--- config.mk ---
export PLATFORM = sky130hd
export DESIGN_NAME = bus_master_flat
export DESIGN_NICKNAME = d
export VERILOG_FILES = /design/src/rtl/bus_pkg.sv /design/src/rtl/bus_master_if.sv /design/src/rtl/bus_master.sv /design/src/flat_wrapper.sv
export SDC_FILE = /design/constraint.sdc
export NUM_CORES = 1
export LEC_CHECK = 0
export BUFFER_PORTS_ARGS = -buffer_cell sky130_fd_sc_hd__buf_4
export CAP_MARGIN = 40
export CORE_MARGIN = 1
export CORE_UTILIZATION = 44
export CTS_BUF_LIST = sky130_fd_sc_hd__clkbuf_4
export DETAILED_ROUTE_END_ITERATION = 10
export PLACE_DENSITY = 0.81
export SYNTH_ARGS = -nofsm -noshare
export SYNTH_HDL_FRONTEND = slang
export SYNTH_SLANG_ARGS = --single-unit
export TNS_END_PERCENT = 30
--- constraint.sdc ---
create_clock -name clk -period 5.2 [get_ports clk]
set_input_delay 1.04 -clock clk [delete_from_list [all_inputs] [get_ports clk]]
set_output_delay 1.04 -clock clk [all_outputs]
set_load 0.01 [all_outputs]
--- src/rtl/bus_pkg.sv ---
// Shared definitions for the single-cycle register bus.
// Provides the op encoding, the default bus widths and the state type of the
// bus_master FSM.
package bus_pkg;

    // Bus op encoding. Requests and bus commands use the same encoding.
    localparam logic BUS_OP_READ  = 1'b0;
    localparam logic BUS_OP_WRITE = 1'b1;

    // Default widths of the register bus.
    localparam int DEF_ADDR_W = 16;
    localparam int DEF_DATA_W = 16;

    typedef enum logic [1:0] {
        IDLE,
        CMD,
        RD_WAIT,
        RSP
    } state_e;

endpackage

--- src/rtl/bus_master_if.sv ---
// Request, response and register-bus signals around bus_master.
//   master : the bus_master view (accepts requests, drives responses and bus)
//   slave  : the register slave view (receives commands, returns read data)
//   agent  : the CPU/test-side view (issues requests, consumes responses)
interface bus_master_if #(
    parameter int ADDR_W = bus_pkg::DEF_ADDR_W,
    parameter int DATA_W = bus_pkg::DEF_DATA_W
);
    // Request port
    logic              req_valid;
    logic              req_ready;
    logic              req_op;
    logic [ADDR_W-1:0] req_addr;
    logic [DATA_W-1:0] req_wdata;

    // Response port
    logic              rsp_valid;
    logic              rsp_ready;
    logic              rsp_op;
    logic [DATA_W-1:0] rsp_rdata;

    // Register bus
    logic              bus_cmd_valid;
    logic              bus_op;
    logic [ADDR_W-1:0] bus_addr;
    logic [DATA_W-1:0] bus_wr_data;
    logic [DATA_W-1:0] bus_rd_data;

    modport master (
        input  req_valid, req_op, req_addr, req_wdata, rsp_ready, bus_rd_data,
        output req_ready, rsp_valid, rsp_op, rsp_rdata,
        output bus_cmd_valid, bus_op, bus_addr, bus_wr_data
    );

    modport slave (
        input  bus_cmd_valid, bus_op, bus_addr, bus_wr_data,
        output bus_rd_data
    );

    modport agent (
        output req_valid, req_op, req_addr, req_wdata, rsp_ready,
        input  req_ready, rsp_valid, rsp_op, rsp_rdata
    );

endinterface

--- src/rtl/bus_master.sv ---
// Initiator for the single-cycle register bus.
// Accepts one request at a time, issues exactly one bus command per request,
// samples read data RD_LATENCY cycles after the command and returns a
// response. All outputs come from registers or from the state register.
// Ports:
//   clk, rst_n : clock (posedge) and asynchronous active-low reset
//   bif        : request/response/bus signals (bus_master_if.master)
//   busy       : high whenever the FSM is not IDLE
//   txn_count  : number of completed responses, wraps at 16 bits
module bus_master
    import bus_pkg::*;
#(
    parameter int ADDR_W     = DEF_ADDR_W,
    parameter int DATA_W     = DEF_DATA_W,
    parameter int RD_LATENCY = 1
) (
    input  logic         clk,
    input  logic         rst_n,
    bus_master_if.master bif,
    output logic         busy,
    output logic [15:0]  txn_count
);

    // The latency counter is 4 bits wide, so only 1..15 can be represented.
    if (RD_LATENCY < 1 || RD_LATENCY > 15) begin : g_bad_rd_latency
        $error("bus_master: RD_LATENCY must be within 1..15");
    end

    state_e            state_q, state_d;
    logic [3:0]        lat_q;
    logic              cmd_valid_q;
    logic              cmd_op_q;
    logic [ADDR_W-1:0] cmd_addr_q;
    logic [DATA_W-1:0] cmd_wdata_q;
    logic              rsp_op_q;
    logic [DATA_W-1:0] rsp_rdata_q;
    logic [15:0]       txn_q;

    // One-cycle control strobes decoded from the current state.
    logic accept;
    logic leave_cmd;
    logic capture;
    logic rsp_done;

    // NOTE: every signal written here gets a default first, so no path can
    // leave one unassigned and infer a latch.
    always_comb begin
        state_d   = state_q;
        accept    = 1'b0;
        leave_cmd = 1'b0;
        capture   = 1'b0;
        rsp_done  = 1'b0;
        case (state_q)
            IDLE: begin
                if (bif.req_valid) begin
                    accept  = 1'b1;
                    state_d = CMD;
                end
            end
            CMD: begin
                leave_cmd = 1'b1;
                state_d   = (cmd_op_q == BUS_OP_WRITE) ? RSP : RD_WAIT;
            end
            RD_WAIT: begin
                // Counter holds 1 during the last wait cycle C+RD_LATENCY.
                if (lat_q == 4'd1) begin
                    capture = 1'b1;
                    state_d = RSP;
                end
            end
            RSP: begin
                if (bif.rsp_ready) begin
                    rsp_done = 1'b1;
                    state_d  = IDLE;
                end
            end
            default: state_d = IDLE;
        endcase
    end

    // NOTE: sequential state uses non-blocking assignments and an asynchronous
    // reset, so an in-flight transaction is dropped without waiting for clk.
    always_ff @(posedge clk or negedge rst_n) begin
        if (!rst_n) begin
            state_q <= IDLE;
        end else begin
            state_q <= state_d;
        end
    end

    always_ff @(posedge clk or negedge rst_n) begin
        if (!rst_n) begin
            lat_q       <= '0;
            cmd_valid_q <= 1'b0;
            cmd_op_q    <= 1'b0;
            cmd_addr_q  <= '0;
            cmd_wdata_q <= '0;
            rsp_op_q    <= 1'b0;
            rsp_rdata_q <= '0;
            txn_q       <= '0;
        end else begin
            if (accept) begin
                cmd_valid_q <= 1'b1;
                cmd_op_q    <= bif.req_op;
                cmd_addr_q  <= bif.req_addr;
                cmd_wdata_q <= bif.req_wdata;
            end

            if (leave_cmd) begin
                cmd_valid_q <= 1'b0;
                cmd_op_q    <= 1'b0;
                cmd_addr_q  <= '0;
                cmd_wdata_q <= '0;
                if (cmd_op_q == BUS_OP_WRITE) begin
                    rsp_op_q    <= BUS_OP_WRITE;
                    rsp_rdata_q <= '0;
                end else begin
                    lat_q <= 4'(RD_LATENCY);
                end
            end

            if (state_q == RD_WAIT) begin
                lat_q <= lat_q - 4'd1;
            end

            if (capture) begin
                rsp_op_q    <= BUS_OP_READ;
                rsp_rdata_q <= bif.bus_rd_data;
            end

            if (rsp_done) begin
                txn_q <= txn_q + 16'd1;
            end
        end
    end

    assign bif.req_ready     = (state_q == IDLE);
    assign bif.rsp_valid     = (state_q == RSP);
    assign bif.rsp_op        = rsp_op_q;
    assign bif.rsp_rdata     = rsp_rdata_q;
    assign bif.bus_cmd_valid = cmd_valid_q;
    assign bif.bus_op        = cmd_op_q;
    assign bif.bus_addr      = cmd_addr_q;
    assign bif.bus_wr_data   = cmd_wdata_q;
    assign busy              = (state_q != IDLE);
    assign txn_count         = txn_q;

endmodule

--- src/flat_wrapper.sv ---
// flat-port wrapper written by rule: the top's interface ports become plain ports
module bus_master_flat import bus_pkg::*;
#(
    parameter int ADDR_W     = DEF_ADDR_W,
    parameter int DATA_W     = DEF_DATA_W,
    parameter int RD_LATENCY = 1
)
  (clk, rst_n, busy, txn_count, bif_req_valid, bif_req_op, bif_req_addr, bif_req_wdata, bif_rsp_ready, bif_bus_rd_data, bif_req_ready, bif_rsp_valid, bif_rsp_op, bif_rsp_rdata, bif_bus_cmd_valid, bif_bus_op, bif_bus_addr, bif_bus_wr_data);
  bus_master_if #(.ADDR_W(ADDR_W), .DATA_W(DATA_W)) bif_i ();
  input  logic clk;
  input  logic rst_n;
  output logic busy;
  output logic [15:0] txn_count;
  input wire logic [$bits(bif_i.req_valid)-1:0] bif_req_valid;
  input wire logic [$bits(bif_i.req_op)-1:0] bif_req_op;
  input wire logic [$bits(bif_i.req_addr)-1:0] bif_req_addr;
  input wire logic [$bits(bif_i.req_wdata)-1:0] bif_req_wdata;
  input wire logic [$bits(bif_i.rsp_ready)-1:0] bif_rsp_ready;
  input wire logic [$bits(bif_i.bus_rd_data)-1:0] bif_bus_rd_data;
  output wire logic [$bits(bif_i.req_ready)-1:0] bif_req_ready;
  output wire logic [$bits(bif_i.rsp_valid)-1:0] bif_rsp_valid;
  output wire logic [$bits(bif_i.rsp_op)-1:0] bif_rsp_op;
  output wire logic [$bits(bif_i.rsp_rdata)-1:0] bif_rsp_rdata;
  output wire logic [$bits(bif_i.bus_cmd_valid)-1:0] bif_bus_cmd_valid;
  output wire logic [$bits(bif_i.bus_op)-1:0] bif_bus_op;
  output wire logic [$bits(bif_i.bus_addr)-1:0] bif_bus_addr;
  output wire logic [$bits(bif_i.bus_wr_data)-1:0] bif_bus_wr_data;
  assign bif_i.req_valid = bif_req_valid;
  assign bif_i.req_op = bif_req_op;
  assign bif_i.req_addr = bif_req_addr;
  assign bif_i.req_wdata = bif_req_wdata;
  assign bif_i.rsp_ready = bif_rsp_ready;
  assign bif_i.bus_rd_data = bif_bus_rd_data;
  assign bif_req_ready = bif_i.req_ready;
  assign bif_rsp_valid = bif_i.rsp_valid;
  assign bif_rsp_op = bif_i.rsp_op;
  assign bif_rsp_rdata = bif_i.rsp_rdata;
  assign bif_bus_cmd_valid = bif_i.bus_cmd_valid;
  assign bif_bus_op = bif_i.bus_op;
  assign bif_bus_addr = bif_i.bus_addr;
  assign bif_bus_wr_data = bif_i.bus_wr_data;
  bus_master #(.ADDR_W(ADDR_W), .DATA_W(DATA_W), .RD_LATENCY(RD_LATENCY)) u_core (.clk(clk), .rst_n(rst_n), .bif(bif_i), .busy(busy), .txn_count(txn_count));
endmodule
==> impl_metrics.ini <==
[outcome]
status = completed

[yosys]
synth_area_sq_um = 2850
async_flop_share = 1.00
yosysWarningCount = 0
ys_top_cells_by_count = dfrtp_1 (73), a22o_1 (50), nand2_1 (14), inv_1 (11), xnor2_1 (11)
synth_seq_cells = 73
synth_edf_count = 0
synth_fp_nets = 277
synthCells = 217
synth_cell_types = 25
synth_area_leaders = dfrtp_1 (64%), a22o_1 (15%), xnor2_1 (3.4%), ha_1 (3.1%), nand2_1 (1.8%)
ys_seq_area_frac = 0.641
synth.avg_cell_area_sq_um = 13.1
synth_ff_type = dfrtp_1
synth_most_common_cell = dfrtp_1
yosysTopAreaCell = dfrtp_1
synth_top_area_share = 0.641

[floorplanning]
coreArea_sq_um = 6100
fp.dieH_microns = 82.5
die_w_microns = 82.5
row_count = 28
die_area_sq_um = 6810
initial_core_util = 0.468
ios = 123

[global_routing]
grt_overflow_total = 0
grt_max_degree = 41
antenna_found_initial = 0
grt_pass1_vias = 2212
grt_pass1_wl_microns = 10600
gr-usage-all-layers = 0.210

[clocking]
cts_root_buf = clkbuf_4
cts_resized = 0
tritoncts = built
cts_buffer_depth = 2
clk_latency_ps = 400
cts_hold_buf = 0
clock-sinks = 73
clk_pin_slew_worst_paths_ps = 100
cts_max_level = 3
cts_made_buffers = 9
postCtsSetupBuffers = 0

[drt]
drtPass1Iterations = 4
drc = 0
num_vias = 2231
ant_nets = 0
wire_per_inst_microns = 16.2
viasPerCell = 5.25
drt_iter0_markers = 94
drt_wl_total_microns = 6860

[placed_design]
port_buffers = 122
dp_cells = 410
dp_hpwl_microns = 4990
post_dp_cell_area_sq_um = 3880
globalplace.congestion = 0.743

[power_and_ir_drop]
vdd_drop_max_mv = 0.318
p_per_area_nw_per_um2 = 583
p_leak_uw = 0.00211
total_power_uw = 2330

[timing]
maxSlewViolCount = 0
hold_viol = 0
grt_setup_unrepaired = false
finalSetupViolCount = 0
fmax_ghz = 0.389
fin_setup_tns_ps = 0
fin_crit_sh = 0.494
clock_skew_ps = 9.27
min_period_ps = 2570
max_slew_margin = 0.625
tightestPinTransition_ps = 563

[worst_setup_path]
rr_worst_depth = 7
startpoint = u_core.state_q[0]
crit_path_end = busy
endpoint_kind = output pin
crit_type = flop to output pin
start_kind = flop
r2r-end = u_core.bif.rsp_rdata[14]
cp_max_fo = 6
cp.arrival_ps = 1530
regToRegStartpoint = u_core.lat_q[1]
worstPathRequired_ps = 4160
rrSetupSlack_ps = 3140

[final_layout]
fin_area_sq_um = 4000
fin_cells = 425
n_antenna_cell = 0
final_nets = 406
area_growth_syn_to_layout_pct = 40.2
drive_gt1_frac = 0.414
post-route-util = 0.656

[job]
maxCapViolations = 0

[worst_hold_path]
hp-class = flop to flop
hp-start = u_core.txn_count[15]
-- worst min-delay path by stage --
stage                      endpoint  slack [ps]  cells past startpoint
2_1_floorplan       u_core.lat_q[1]         470                      2
3_3_place_gp   u_core.txn_count[15]         470                      1
3_5_place_dp   u_core.txn_count[15]         480                      1
4_1_cts        u_core.txn_count[15]         490                      1
5_1_grt        u_core.txn_count[15]         510                      1
6_report       u_core.txn_count[15]         490                      1
-- kinds of logic (layout without fill, tap and decap cells) --
group | Yosys count | after routing | share of synthesized area
buf+inv | 19 | 152 | 0.0272
fa+ha+maj | 7 | 7 | 0.0307
xor+xnor | 15 | 15 | 0.0461
mux | 3 | 3 | 0.0110
flops | 73 | 73 | 0.641
compound gates | 62 | 62 | 0.180
simple gates | 38 | 38 | 0.0645
-- placed cells by master, fill, tap and decap left out, drive strengths merged, types with 2 or more instances in the layout --
cell      n
a22o     51
o21ai     4
clkbuf   10
inv      11
and3      2
xor2      4
xnor2    11
nand4     3
mux2i     2
nor2      8
nand2    14
dfrtp    73
nand3     5
ha        7
a21oi     4
nor3      4
clkinv    4
buf     126
-- registers in the layout, summed over array words and instances (netlist names) --
name / count
u_core.bif.bus_addr: 16
u_core.bif.bus_cmd_valid: 1
u_core.bif.bus_op: 1
u_core.bif.bus_wr_data: 16
u_core.bif.rsp_op: 1
u_core.bif.rsp_rdata: 16
u_core.lat_q: 4
u_core.state_q: 2
u_core.txn_count: 16
-- final cells by class --
| class | instances | area, sq um |
|---|---|---|
| Fill cell | 489 | 2100 |
| Sequential cell | 73 | 1830 |
| Timing Repair Buffer | 126 | 958 |
| Multi-Input combinational cell | 125 | 956 |
| Tap cell | 75 | 93.8 |
| Clock buffer | 10 | 75.1 |
| Clock inverter | 5 | 47.5 |
| Inverter | 11 | 41.3 |
-- power breakdown --
group	switching [uW]	leakage (uW)	internal [uW]	total [uW]
combinational	505	0.00107	546	1050
sequential	163	0.000961	791	954
clock	181	0.0000711	145	326
total	850	0.00211	1480	2330
-- critical path, cell delays in order, from the launching register on --
cell and delay [ps]:
dfrtp_1 450, inv_1 100, ha_1 290, inv_1 130, buf_4 160
-- layer usage --
layer	track usage	share of wire
met5	0	0
met3	0.0451	0.072
met4	0.0879	0.013
met1	0.268	0.43
met2	0.345	0.48
-- stage by stage --
stage	setup slack [ps]	hold WS (ps)
2_1_floorplan	3240	472
3_3_place_gp	3070	468
3_5_place_dp	2970	475
4_1_cts	2610	489
5_1_grt	2530	512
6_report	2630	485
(Power assumes the default switching activity.)
